==> src/rtl/debug_input_controller_pkg.sv <==
// debug_input_pkg: FSM state type plus KEY and SW field positions for the debug input controller
package debug_input_pkg;
  typedef enum logic [1:0] {IDLE, STEP, BURST, RUN} state_t;
  localparam int KEY_STEP = 0;
  localparam int KEY_BURST = 1;
  localparam int KEY_BP = 2;
  localparam int MANUAL_BIT = 9;
  localparam int SHOW_REG_BIT = 8;
  localparam int REG_SEL_HI = 7;
  localparam int REG_SEL_LO = 3;
  localparam int STAGE_HI = 2;
  localparam int STAGE_LO = 0;
endpackage

==> src/rtl/debug_input_controller_if.sv <==
// debug_input_controller_if: raw board inputs and CPU debug controls; bp_hit exists only with DEBUG_INPUT_BREAKPOINT_EN
interface debug_input_controller_if;
  logic [3:0] KEY;
  logic [9:0] SW;
  logic [6:0] pc_fetch_unit;
  logic cpu_clk_en;
  logic manual_mode;
  logic show_reg_mode;
  logic [4:0] reg_sel;
  logic [2:0] stage_sel;
  logic sel_changed;
  logic busy;
`ifdef DEBUG_INPUT_BREAKPOINT_EN
  logic bp_hit;
  modport master (input KEY, SW, pc_fetch_unit, output cpu_clk_en, manual_mode, show_reg_mode, reg_sel, stage_sel, sel_changed, busy, bp_hit);
  modport slave (output KEY, SW, pc_fetch_unit, input cpu_clk_en, manual_mode, show_reg_mode, reg_sel, stage_sel, sel_changed, busy, bp_hit);
`else
  modport master (input KEY, SW, pc_fetch_unit, output cpu_clk_en, manual_mode, show_reg_mode, reg_sel, stage_sel, sel_changed, busy);
  modport slave (output KEY, SW, pc_fetch_unit, input cpu_clk_en, manual_mode, show_reg_mode, reg_sel, stage_sel, sel_changed, busy);
`endif
endinterface

==> src/rtl/debug_input_controller_debounce_bit.sv <==
// debounce_bit: two-flop synchronizer plus stability-count debouncer for one input bit
module debounce_bit #(
  parameter int DEBOUNCE_CYCLES = 50000
) (
  input  logic clk,
  input  logic rst,
  input  logic d,
  output logic q
);
  localparam int CW = $clog2(DEBOUNCE_CYCLES + 1);
  localparam logic [CW-1:0] LAST = CW'(DEBOUNCE_CYCLES - 1);
  logic [1:0] sync;
  logic [CW-1:0] cnt;
  always_ff @(posedge clk) sync <= {sync[0], d};
  always_ff @(posedge clk)
    if (rst || sync[1] == q || cnt == LAST) begin
      q <= sync[1];
      cnt <= '0;
    end else cnt <= cnt + 1'b1;
endmodule

==> src/rtl/debug_input_controller.sv <==
// debug_input_controller: debounced switch/key front end driving CPU step, burst and run enables; DEBUG_INPUT_BREAKPOINT_EN adds a fetch-PC breakpoint
module debug_input_controller
  import debug_input_pkg::*;
#(
  parameter logic [15:0] DEBOUNCE_CYCLES = 16'd50000,
  parameter logic [7:0]  BURST_LEN = 8'd16,
  parameter logic [7:0]  AUTO_DIV = 8'd1
) (
  input logic clk,
  input logic rst,
  debug_input_controller_if.master io
);
  localparam logic [7:0] DIV_LAST = (AUTO_DIV == 8'd0) ? 8'd0 : AUTO_DIV - 8'd1;
  logic [13:0] raw, db, db_q;
  logic [9:0] sw;
  logic [3:0] key, ev;
  state_t state, state_n;
  logic [7:0] burst_cnt, burst_n, div_cnt, div_n;
  logic bp_stop, halted, unused_ok;
  assign raw = {io.KEY, io.SW};
  for (genvar i = 0; i < 14; i++) begin : g_db
    debounce_bit #(.DEBOUNCE_CYCLES(int'(DEBOUNCE_CYCLES))) u_db (.clk(clk), .rst(rst), .d(raw[i]), .q(db[i]));
  end
  assign sw = db[9:0];
  assign key = db[13:10];
  assign ev = db_q[13:10] & ~key;
  assign io.manual_mode = sw[MANUAL_BIT];
  assign io.show_reg_mode = sw[SHOW_REG_BIT];
  assign io.reg_sel = sw[REG_SEL_HI:REG_SEL_LO];
  assign io.stage_sel = sw[STAGE_HI:STAGE_LO];
  assign io.sel_changed = |(sw ^ db_q[9:0]);
  assign io.busy = state == STEP || state == BURST;
  always_ff @(posedge clk) db_q <= db;
  always_ff @(posedge clk)
    if (rst) begin
      state <= IDLE;
      burst_cnt <= '0;
      div_cnt <= '0;
    end else begin
      state <= state_n;
      burst_cnt <= burst_n;
      div_cnt <= div_n;
    end
  always_comb begin
    state_n = state;
    burst_n = burst_cnt;
    div_n = '0;
    io.cpu_clk_en = 1'b0;
    case (state)
      IDLE: begin
        if (!io.manual_mode && !halted) state_n = RUN;
        else if (ev[KEY_STEP]) state_n = STEP;
        else if (ev[KEY_BURST] && io.manual_mode) begin
          state_n = BURST;
          burst_n = BURST_LEN;
        end
      end
      STEP: begin
        io.cpu_clk_en = 1'b1;
        state_n = IDLE;
      end
      BURST: begin
        io.cpu_clk_en = 1'b1;
        burst_n = burst_cnt - 8'd1;
        state_n = (burst_cnt <= 8'd1) ? IDLE : BURST;
      end
      default: begin
        io.cpu_clk_en = div_cnt == 8'd0 && !bp_stop;
        div_n = (div_cnt >= DIV_LAST) ? 8'd0 : div_cnt + 8'd1;
        state_n = (io.manual_mode || bp_stop) ? IDLE : RUN;
      end
    endcase
  end
`ifdef DEBUG_INPUT_BREAKPOINT_EN
  logic [6:0] bp_addr;
  logic bp_valid;
  assign bp_stop = state == RUN && div_cnt == 8'd0 && bp_valid && io.pc_fetch_unit == bp_addr;
  assign io.bp_hit = bp_stop;
  assign unused_ok = ev[3];
  always_ff @(posedge clk)
    if (rst) begin
      bp_valid <= 1'b0;
      bp_addr <= '0;
      halted <= 1'b0;
    end else begin
      if (ev[KEY_BP]) begin
        bp_valid <= 1'b1;
        bp_addr <= sw[6:0];
      end
      halted <= bp_stop || (halted && !io.manual_mode && !ev[KEY_STEP]);
    end
`else
  assign bp_stop = 1'b0;
  assign halted = 1'b0;
  assign unused_ok = ^{ev[3:2], io.pc_fetch_unit};
`endif
endmodule

==> src/flat_wrapper.sv <==
// flat-port wrapper written by rule: the top's interface ports become plain ports
module debug_input_controller_flat import debug_input_pkg::*;
#(
  parameter logic [15:0] DEBOUNCE_CYCLES = 16'd50000,
  parameter logic [7:0]  BURST_LEN = 8'd16,
  parameter logic [7:0]  AUTO_DIV = 8'd1
)
  (clk, rst, io_KEY, io_SW, io_pc_fetch_unit, io_cpu_clk_en, io_manual_mode, io_show_reg_mode, io_reg_sel, io_stage_sel, io_sel_changed, io_busy);
  debug_input_controller_if io_i ();
  input logic clk;
  input logic rst;
  input wire logic [$bits(io_i.KEY)-1:0] io_KEY;
  input wire logic [$bits(io_i.SW)-1:0] io_SW;
  input wire logic [$bits(io_i.pc_fetch_unit)-1:0] io_pc_fetch_unit;
  output wire logic [$bits(io_i.cpu_clk_en)-1:0] io_cpu_clk_en;
  output wire logic [$bits(io_i.manual_mode)-1:0] io_manual_mode;
  output wire logic [$bits(io_i.show_reg_mode)-1:0] io_show_reg_mode;
  output wire logic [$bits(io_i.reg_sel)-1:0] io_reg_sel;
  output wire logic [$bits(io_i.stage_sel)-1:0] io_stage_sel;
  output wire logic [$bits(io_i.sel_changed)-1:0] io_sel_changed;
  output wire logic [$bits(io_i.busy)-1:0] io_busy;
  assign io_i.KEY = io_KEY;
  assign io_i.SW = io_SW;
  assign io_i.pc_fetch_unit = io_pc_fetch_unit;
  assign io_cpu_clk_en = io_i.cpu_clk_en;
  assign io_manual_mode = io_i.manual_mode;
  assign io_show_reg_mode = io_i.show_reg_mode;
  assign io_reg_sel = io_i.reg_sel;
  assign io_stage_sel = io_i.stage_sel;
  assign io_sel_changed = io_i.sel_changed;
  assign io_busy = io_i.busy;
  debug_input_controller #(.DEBOUNCE_CYCLES(DEBOUNCE_CYCLES), .BURST_LEN(BURST_LEN), .AUTO_DIV(AUTO_DIV)) u_core (.clk(clk), .rst(rst), .io(io_i));
endmodule
==> config.mk <==
export PLATFORM = sky130hd
export DESIGN_NAME = debug_input_controller_flat
export DESIGN_NICKNAME = d
export VERILOG_FILES = /design/src/rtl/debug_input_controller_pkg.sv /design/src/rtl/debug_input_controller_if.sv /design/src/rtl/debug_input_controller_debounce_bit.sv /design/src/rtl/debug_input_controller.sv /design/src/flat_wrapper.sv
export SDC_FILE = /design/constraint.sdc
export NUM_CORES = 1
export LEC_CHECK = 0
export BUFFER_PORTS_ARGS = -buffer_cell sky130_fd_sc_hd__clkbuf_2
export CAP_MARGIN = 15
export CORE_ASPECT_RATIO = 1.2
export CORE_UTILIZATION = 45
export CTS_CLUSTER_DIAMETER = 200
export DETAILED_ROUTE_END_ITERATION = 8
export PLACE_DENSITY = 0.64
export SKIP_CTS_REPAIR_TIMING = 1
export SYNTH_ARGS = -nofsm -noshare
export SYNTH_HDL_FRONTEND = slang
export SYNTH_SLANG_ARGS = --single-unit
export TNS_END_PERCENT = 10
==> constraint.sdc <==
create_clock -name clk -period 6.7 [get_ports clk]
set_input_delay 1.34 -clock clk [delete_from_list [all_inputs] [get_ports clk]]
set_output_delay 1.34 -clock clk [all_outputs]
set_load 0.02 [all_outputs]
==> impl_results.md, run 1 <==
* Status: complete, no violations
* Fin area at 0.01162 sq mm
* Cell Rows at 60
* Die height at 167.9 um
* Syn. warnings at 0
* Main combinational cell family by area after synthesis: simple AND/OR/NAND/NOR gates
* Initial antenna violation count at 0
* Clock buffer depth at 3
* Worst path top cell family by delay: flip-flops
* Setup TNS at 0 ns
* # clock sinks at 250
* Primary FF master, synth: dfxtp_1
* Reg power frac at 0.487
* Post-synthesis mux area share at 0
* Total GRT Usage at 0.1533
* Yosys top cell area share at 0.4616
* Iter 0 DRT Violations at 280
* Synth Area in Compound Gates at 0.03031
* Post-route ant nets at 0
* Largest net degree at the start of global routing at 24
* Crit path buffers/inverters at 1
* Overflow after GRT at 0
* Fillers at 2040
* Logic pwr share at 0.070
* Final WS setup at 3.474 ns
* Share of cells above drive strength 1 at 0.07549
* Max_cap viols at 0
* Post-Synthesis Cells at 1124
* Crit Path Class: flip-flop to primary output
* Total CTS buffers at 26
* Avg WL per Cell at 12.03 um
* Cell Pwr Density at 282.4 mW/mm^2
* DIE AREA at 0.02355 sq mm
* Post-Synth Adder-Cell Area at 0.02061
* CP Max Fanout at 8
* IO Count at 36
* Dpl ws at 3.725 ns
* DRC at 0
* Via density per instance at 5.080
* Clk_lat worst skew at 0.52 ns
* Ys async rst share at 0
* IO buf count at 26
* Static Leak at 3.603 nW
* Worst hold path class: flip-flop to flip-flop
* Leading area contributor after synthesis: dfxtp_1
* # diodes at 0
* Vias in the first global route at 6984
* Tot Pwr at 3.283 mW
* Synth unique cells at 49
* Worst endpoint data arrival time at 1.89 ns
* Global-route wire length before repair at 31100 um
* Sw Pwr at 770.1 uW
* #FFs+latches synth at 250
* Setup Skew at 0.008575 ns
* GPL Wtd Cong at 0.7908
* Simple-Gate Fraction of Synth Area at 0.2609
* Max VDD drop at 225.4 uV
* Clock root cell: clkbuf_16
* Drt pass-1 iters at 4
* Mapped Nets at 1164
* Startpoint types: flip-flop
* Synth top area cells: dfxtp_1 (46%), xnor2_1 (13%), nor2_1 (8.2%)
* Final period util at 0.4815
* Fmax achieved at 0.3100 GHz
* Starting Density at 0.4598
* Placed inst area at 0.01071 sq mm
* Mapped Area at 0.01032 sq mm
* Clk pwr share at 0.443
* Sequential element share of the synthesized area at 0.4965
* P&R area growth vs syn at 12.62%
* Final Hold Vio Count at 0
* Die width at 140.3 um
* DP HPWL at 11780 um
* Cell Chain, Critical Path: xor2_1 -> nor4_1 -> nand4_1 -> clkbuf_2
* Nets at 1199
* CP Capture Type: primary output
* H-tree levels at 1
* Max-slew headroom at 0.2777
* Crit-path max cell delay at 0.55 ns
* Critical-path top delay cell: edfxtp_1
* Switching part of the total at 0.2346
* CP required at 5.36 ns
* Post-synth EDFFs at 12
* CTS tree: yes
* RSZ-0062 raised after global routing: no
* Core area at 0.02245 sq mm
* XOR/XNOR Fraction of Synth Area at 0.1587
* Crit path time final at 3.226 ns
* Final WL at 17530 um
* Max Transition Viols Final at 0
* Worst-margin pin slew at 1.076 ns
* Vias at 7406
* # setup viols final at 0
* Syn_area_per_cell at 9.183 sq um
* Clock slew at reported path FFs at 0.06 ns
* Int Power at 2.513 mW
## state kept, by name, indices dropped and copies added, names as in the netlist
| name | cells |
|---|---|
| u_core.burst_cnt | 8 |
| u_core.db_q | 12 |
| u_core.g_db.u_db.q | 12 |
| u_core.g_db.u_db.cnt | 192 |
| u_core.g_db.u_db.sync | 24 |
| u_core.state | 2 |
## synth_stat cells (2+ instances only)
master,count
nand4b_1,5
nand2b_1,10
or2_2,2
nor3b_1,2
dfxtp_1,238
a32oi_1,2
xnor2_1,148
nand2_1,47
nor2b_1,3
buf_1,3
clkbuf_1,10
and4_1,3
nand4_1,48
o31ai_1,11
o41ai_1,3
nor2_1,226
inv_1,56
nand3_1,64
ha_1,17
nor4_1,61
a21oi_1,11
nor3_1,45
o21ai_0,6
xor2_1,39
nor4b_1,9
buf_4,8
or4_1,7
edfxtp_1,12
a31o_2,2
and3_1,2
or3_1,4
buf_2,2
nand4bb_1,2
## final timing paths
path,slack (ns),to,start,cells after the start
worst max-delay path,3.47,io_sel_changed,u_core.g_db[9].u_db.q,4
worst min-delay path,0.33,u_core.g_db[4].u_db.sync[1],u_core.g_db[4].u_db.sync[0],0
worst max register to register,4.38,u_core.g_db[7].u_db.q,u_core.g_db[7].u_db.cnt[4],3
worst min register to register,0.33,u_core.g_db[4].u_db.sync[1],u_core.g_db[4].u_db.sync[0],0
## kinds of logic after synthesis
kind of cell,Yosys count
flops,250
simple gates,547
buf+inv,80
xor+xnor,187
fa+ha+maj,17
compound gates,43
## per-layer routing
metal	GRT usage	vias to the layer above	routed length, um
met4	0.04587	0	299
met5	0	-	0
met3	0.02844	23	573
met1	0.1979	3391	8578
met2	0.2596	71	8083
li1	-	3921	-
## cells in the final DEF, fill, tap and decap left out, types with 39 or more instances in the layout
cell type / netlist / routed
nor2_1: 226 / 226
nand3_1: 64 / 64
inv_1: 56 / 56
xor2_1: 39 / 39
nor3_1: 45 / 45
nand2_1: 47 / 47
nand4_1: 48 / 48
dfxtp_1: 238 / 238
nor4_1: 61 / 61
xnor2_1: 148 / 148
## metrics by stage
step                hold slack, ns  std cells  utilization
floorplan                   0.3096       1124            -
global placement            0.3110       1407       0.4771
detailed placement          0.3121       1407       0.4771
CTS                         0.3258       1455       0.5168
global route                0.3324       1458       0.5178
finish                      0.3253       1458       0.5178
## final cells by class
class	instances	area, sq um	share of cell area
Clock inverter	13	133.9	0.01152
Timing Repair Buffer	31	167.7	0.01442
Sequential cell	250	5125	0.4409
Inverter	56	210.2	0.01808
Clock buffer	35	757.0	0.06512
Tap cell	279	349.1	0.03003
Multi-Input combinational cell	794	4881	0.4199
## power groups by stage
stage | registers, mW | clock network, mW | logic, mW
floorplan | 1.62 | 0 | 0.186
CTS | 1.60 | 1.50 | 0.232
global route | 1.61 | 1.56 | 0.262
global placement | 1.63 | 0 | 0.229
detailed placement | 1.63 | 0 | 0.231
finish | 1.60 | 1.45 | 0.230
Power figures use the tool's default switching activity.
==> inputs of run 2 (changes only) <==
--- a/config.mk
+++ b/config.mk
@@ -5,13 +5,14 @@
 export SDC_FILE = /design/constraint.sdc
 export NUM_CORES = 1
 export LEC_CHECK = 0
+export ABC_AREA = 1
 export BUFFER_PORTS_ARGS = -buffer_cell sky130_fd_sc_hd__clkbuf_2
 export CAP_MARGIN = 15
 export CORE_ASPECT_RATIO = 1.2
 export CORE_UTILIZATION = 45
 export CTS_CLUSTER_DIAMETER = 200
 export DETAILED_ROUTE_END_ITERATION = 8
-export PLACE_DENSITY = 0.64
+export PLACE_DENSITY = 0.66
 export SKIP_CTS_REPAIR_TIMING = 1
 export SYNTH_ARGS = -nofsm -noshare
 export SYNTH_HDL_FRONTEND = slang
==> constraint.sdc (replaced) <==
create_clock -name clk -period 2.8 [get_ports clk]
set_input_delay 0.56 -clock clk [delete_from_list [all_inputs] [get_ports clk]]
set_output_delay 0.56 -clock clk [all_outputs]
set_load 0.02 [all_outputs]
==> run 2 against run 1 <==
  * Area after synthesis increased by 8.8%
  * Global-route usage is 1.1 points higher
  * Die area grew 8.7%
  * Cell count rose by 29%
  * Routed wire length is 18% higher
  * Critical endpoint unchanged
  * Largest power group is now the clock network
==> impl_results.md, run 2 <==
* DRC at 0
* Core area at 0.02420 sq mm
* Simple-Gate Fraction of Synth Area at 0.3182
* Avg WL per Cell at 10.97 um
* Mapped Nets at 1552
* Post-Synthesis Cells at 1512
* Primary FF master, synth: dfxtp_1
* Worst r2r src: u_core.g_db[10].u_db.cnt[0]
* Synth top area cells: dfxtp_1 (42%), nand2_1 (9.5%), nor2_1 (7.8%)
* Fmax achieved at 0.4121 GHz
* Setup Skew at 0.01094 ns
* R2R cell count at 5
* IO Count at 36
* Share of cells above drive strength 1 at 0.07084
* Status: complete, no violations
* P&R area growth vs syn at 12.16%
* Post-route ant nets at 0
* Max Transition Viols Final at 0
* Ys async rst share at 0
* # diodes at 0
* Leading area contributor after synthesis: dfxtp_1
* Commonest cells after routing, fill and taps aside: nand2_1 (284), dfxtp_1 (238), nor2_1 (233)
* Syn. warnings at 0
* Most frequent cells after synthesis: nand2_1 (284), dfxtp_1 (238), nor2_1 (233), inv_1 (200), nand3_1 (112)
* Leading cell type in the layout, fill and taps excluded: nand2_1
* Clk_lat worst skew at 0.54 ns
* Worst Hold Depth at 1
* Cell Chain, Critical Path: xor2_1 -> nor2_1 -> nand4_1 -> clkbuf_2
* Vias at 9218
* Clock buffer depth at 3
* Post-Synth Adder-Cell Area at 0.01894
* DP HPWL at 14810 um
* Largest Register: u_core.g_db.u_db.cnt
* Vias in the first global route at 8748
* Overflow after GRT at 0
* Final WL at 20710 um
* Fillers at 2346
* Startpoint types: flip-flop
* Via density per instance at 4.885
* Synth Area in Compound Gates at 0.06494
* Post-synthesis mux area share at 0
* Nets at 1586
* WHS Endpoint: u_core.g_db[7].u_db.sync[0]
* Critical-path top delay cell: edfxtp_1
* Clock root cell: clkbuf_16
* Yosys top cell area share at 0.4241
* Max-slew headroom at 0.5251
* XOR/XNOR Fraction of Synth Area at 0.05848
* Final period util at 0.8667
* Largest net degree at the start of global routing at 18
* Iter 0 DRT Violations at 390
* R2r setup slk at 0.86 ns
* Worst hold path class: input pin to flip-flop
* Cell Pwr Density at 665.4 mW/mm^2
* Final Hold Vio Count at 0
* #FFs+latches synth at 250
* DIE AREA at 0.02560 sq mm
* Mapped Area at 0.01123 sq mm
* Worst-margin pin slew at 0.7109 ns
* Crit-path max cell delay at 0.52 ns
* Hold path start: io_SW[7]
* Syn_area_per_cell at 7.429 sq um
* CTS tree: yes
* # clock sinks at 250
* Initial antenna violation count at 0
* Post-synth EDFFs at 12
* Clock slew at reported path FFs at 0.06 ns
* Most frequent cell after synthesis: nand2_1
* R2R Path End: u_core.g_db[10].u_db.q
* Cell count after placement at 1836
* # setup viols final at 0
* Synth unique cells at 36
* Main combinational cell family by area after synthesis: simple AND/OR/NAND/NOR gates
* Final Non-Filler Cells at 1887
* Crit path time final at 2.427 ns
* Max_cap viols at 0
* Static Leak at 4.149 nW
* CP required at 2.24 ns
* Crit Path Class: flip-flop to primary output
* Number of flip-flops under the largest register name at 192
* Total GRT Usage at 0.1647
* CP Max Fanout at 8
* H-tree levels at 1
* Max VDD drop at 549.8 uV
* IO buf count at 26
* Drt pass-1 iters at 4
* Worst endpoint data arrival time at 1.87 ns
* CP Capture Type: primary output
* Total CTS buffers at 28
* Setup TNS at 0 ns
* Global-route wire length before repair at 36500 um
* Starting Density at 0.4641
* Biggest regs: u_core.g_db.u_db.cnt x192, u_core.g_db.u_db.sync x24
* Die height at 175.1 um
* Sequential element share of the synthesized area at 0.4562
* RSZ-0062 raised after global routing: no
* Cell Rows at 62
* Die width at 146.2 um
* GPL Wtd Cong at 0.8476
## run 2: cells by family after synthesis
kind of cell | count (synthesis)
AND/OR/NAND/NOR | 807
buffers and inverters | 223
flip-flops | 250
XOR/XNOR | 75
adder cells (fa/ha/maj) | 17
AO/OA/AOI/OAI | 140
## run 2: through the flow
stage	utilization	hold WS [ns]	setup WS, ns	cell area, sq um	total power [mW]
4_1_cts	0.5206	0.09650	0.2874	12600	8.523
3_3_place_gp	0.4788	0.3138	0.8474	11590	4.609
3_5_place_dp	0.4788	0.3144	0.8449	11590	4.621
6_report	0.5206	0.1229	0.3732	12600	8.383
2_1_floorplan	-	0.3096	1.081	11230	4.482
5_1_grt	0.5206	0.1018	0.2624	12600	8.797
## run 2: final cells by class
cell class                      instances  area (sq um)  area share
Multi-Input combinational cell       1039          5174      0.4106
Timing Repair Buffer                   27         137.6     0.01092
Tap cell                              320         400.4     0.03178
Inverter                              200         750.7     0.05958
Clock inverter                         11         121.4    0.009633
Clock buffer                           40         890.9     0.07070
Sequential cell                       250          5125      0.4068
## run 2: report_power, final
group	internal (mW)	switching [mW]
sequential	3.73	0.0995
clock	2.40	1.45
combinational	0.241	0.469
## run 2: worst max-delay path by stage
stage	slack, ns	to	from	depth (start not counted)
after global placement	0.85	io_sel_changed	u_core.g_db[9].u_db.q	4
final	0.37	io_sel_changed	u_core.g_db[9].u_db.q	4
after detailed placement	0.84	u_core.g_db[9].u_db.q	rst	3
after floorplan	1.08	io_sel_changed	u_core.g_db[9].u_db.q	4
after CTS	0.29	io_sel_changed	u_core.g_db[9].u_db.q	4
after global routing	0.26	io_sel_changed	u_core.g_db[9].u_db.q	4
## run 2: worst max-delay path: cells and delay by family, from the launching register on
kind,cells,cell delay (ns)
buf+inv,1,0.20
xor+xnor,1,0.21
simple gates,2,0.41
flops,1,0.52
## run 2: per-layer routing
| metal | vias up | part of all wire | GRT usage |
|---|---|---|---|
| met5 | - | 0 | 0 |
| met4 | 0 | 0.021 | 0.05512 |
| met3 | 42 | 0.034 | 0.02585 |
| met2 | 94 | 0.48 | 0.3004 |
| met1 | 4140 | 0.47 | 0.1952 |
| li1 | 4942 | - | - |
==> inputs of run 3 (changes only) <==
--- a/config.mk
+++ b/config.mk
@@ -9,10 +9,10 @@
 export BUFFER_PORTS_ARGS = -buffer_cell sky130_fd_sc_hd__clkbuf_2
 export CAP_MARGIN = 15
 export CORE_ASPECT_RATIO = 1.2
-export CORE_UTILIZATION = 45
+export CORE_UTILIZATION = 56
 export CTS_CLUSTER_DIAMETER = 200
 export DETAILED_ROUTE_END_ITERATION = 8
-export PLACE_DENSITY = 0.66
+export PLACE_DENSITY = 0.79
 export SKIP_CTS_REPAIR_TIMING = 1
 export SYNTH_ARGS = -nofsm -noshare
 export SYNTH_HDL_FRONTEND = slang
==> run 3 against run 2 <==
  * Worst setup slack better by 0.024 ns
  * Critical path depth unchanged
  * Sequential share of layout area rose by 0.71 points
  * Total power is 4.9% lower
  * Sequential cell count did not move
  * Worst hold slack improved by 0.013 ns
  * Via count grew 2.8%
  * Design area fell by 1.7%
  * First-iteration DRC count decreased by 0.26%
  * Critical path type unchanged
  * Maximum frequency is 1.0% higher
==> impl_results.md, run 3 (same netlist as run 2, synthesis figures left out) <==
* Status: complete, no violations
* Die height at 157.2 um
* Int Power at 6.000 mW
* Starting Density at 0.5726
* Post-route ant nets at 0
* Commonest cells after routing, fill and taps aside: nand2_1 (284), dfxtp_1 (238), nor2_1 (233)
* R2R Path End: u_core.g_db[10].u_db.q
* Worst-margin pin slew at 0.6976 ns
* Final period util at 0.8580
* DIE AREA at 0.02063 sq mm
* CTS tree: yes
* Max VDD drop at 473.6 uV
* DRC at 0
* Overflow after GRT at 0
* Critical-path top delay cell: edfxtp_1
* Vias at 9472
* Nets at 1585
* Drt pass-1 iters at 5
* Crit path time final at 2.402 ns
* Fmax achieved at 0.4162 GHz
* R2R cell count at 5
* WHS Endpoint: u_core.g_db[10].u_db.sync[0]
* Max_cap viols at 0
* Clock root cell: clkbuf_16
* Global-route wire length before repair at 36650 um
* R2r setup slk at 0.87 ns
* Core area at 0.01962 sq mm
* Met2 global-route usage at 0.3924
* IO buf count at 26
* Worst Hold Depth at 1
* Clk_lat worst skew at 0.52 ns
* Setup TNS at 0 ns
* Logic pwr share at 0.091
* Reg power frac at 0.481
* Final WS setup at 0.3976 ns
* CP Capture Type: primary output
* DP HPWL at 15080 um
* # setup viols final at 0
* Avg WL per Cell at 11.56 um
* RSZ-0062 raised after global routing: no
* Startpoint types: flip-flop
* Hold path start: io_KEY[0]
* Clk pwr share at 0.428
* Hold slack at 0.1360 ns
* Die width at 131.3 um
* IO Count at 36
* Iter 0 DRT Violations at 389
* H-tree levels at 1
* Share of cells above drive strength 1 at 0.06709
* # diodes at 0
* Vias in the first global route at 8791
* Biggest regs: u_core.g_db.u_db.cnt x192, u_core.g_db.u_db.sync x24
* CP required at 2.24 ns
* Max-slew headroom at 0.5340
* Final WL at 21100 um
* Met1 usage at 0.2368
* GPL Wtd Cong at 0.8772
* Crit Path Class: flip-flop to primary output
* Clock buffer depth at 3
* Total GRT Usage at 0.2065
* Initial antenna violation count at 0
* Switching part of the total at 0.2477
* GR peak layer: met2
* P&R area growth vs syn at 10.24%
* # clock sinks at 250
* Cell Rows at 56
* Largest net degree at the start of global routing at 18
* Max Transition Viols Final at 0
* Crit-path max cell delay at 0.54 ns
* Sw Pwr at 1.975 mW
* Largest Register: u_core.g_db.u_db.cnt
* Total CTS buffers at 27
* Cell Pwr Density at 644.1 mW/mm^2
* Dpl ws at 0.8508 ns
* CP Max Fanout at 8
* Final Hold Vio Count at 0
* Cell Chain, Critical Path: xor2_1 -> nor2_1 -> nand4_1 -> clkbuf_2
* Clock slew at reported path FFs at 0.06 ns
* Global routing usage on met3 at 0.03060
* Worst endpoint data arrival time at 1.84 ns
* Number of flip-flops under the largest register name at 192
* Via density per instance at 5.187
* Static Leak at 4.068 nW
* Leading cell type in the layout, fill and taps excluded: nand2_1
* Worst hold path class: input pin to flip-flop
* Setup Skew at 0.009971 ns
* Worst r2r src: u_core.g_db[10].u_db.cnt[0]
-- run 3: worst max-delay path, delay by kind of cell (launching register included) --
| family | cells | cell delay, ns |
|---|---|---|
| XOR/XNOR | 1 | 0.23 |
| AND/OR/NAND/NOR | 2 | 0.36 |
| flip-flops | 1 | 0.54 |
| buffers and inverters | 1 | 0.19 |
-- run 3: area by class of cell --
type,instances,area (sq um)
fill,1755,7236
clock inverter,11,91.34
inverter,200,750.7
clock buffer,38,778.2
sequential,250,5125
timing repair buffer,27,137.6
tap,261,326.6
multi-input combinational,1039,5174
-- run 3: through the flow --
| step | cell area (sq um) | std cells | power (mW) | utilization |
|---|---|---|---|---|
| 2_1_floorplan | 11230 | 1512 | 4.482 | - |
| 3_3_place_gp | 11510 | 1777 | 4.602 | 0.5869 |
| 3_5_place_dp | 11510 | 1777 | 4.632 | 0.5869 |
| 4_1_cts | 12380 | 1826 | 8.070 | 0.6312 |
| 5_1_grt | 12380 | 1826 | 8.358 | 0.6312 |
| 6_report | 12380 | 1826 | 7.975 | 0.6312 |
-- run 3: power groups by stage --
| stage | clock network, mW | logic, mW | registers (mW) |
|---|---|---|---|
| global route | 3.68 | 0.829 | 3.85 |
| CTS | 3.51 | 0.730 | 3.83 |
| detailed placement | 0 | 0.724 | 3.91 |
| floorplan | 0 | 0.600 | 3.88 |
| finish | 3.42 | 0.726 | 3.83 |
| global placement | 0 | 0.701 | 3.90 |
-- run 3: per-layer routing --
layer	wire length [um]	vias up	part of all wire
li1	-	4938	-
met1	9298	4344	0.44
met2	10630	151	0.50
met3	782	39	0.037
met4	395	0	0.019
met5	0	-	0
-- run 3: worst max-delay path by stage --
stage,to,startpoint,cells past startpoint
final,io_sel_changed,u_core.g_db[9].u_db.q,4
after global routing,io_sel_changed,u_core.g_db[9].u_db.q,4
after CTS,io_sel_changed,u_core.g_db[9].u_db.q,4
after detailed placement,u_core.g_db[0].u_db.q,rst,3
after global placement,u_core.g_db[0].u_db.q,rst,3
after floorplan,io_sel_changed,u_core.g_db[9].u_db.q,4
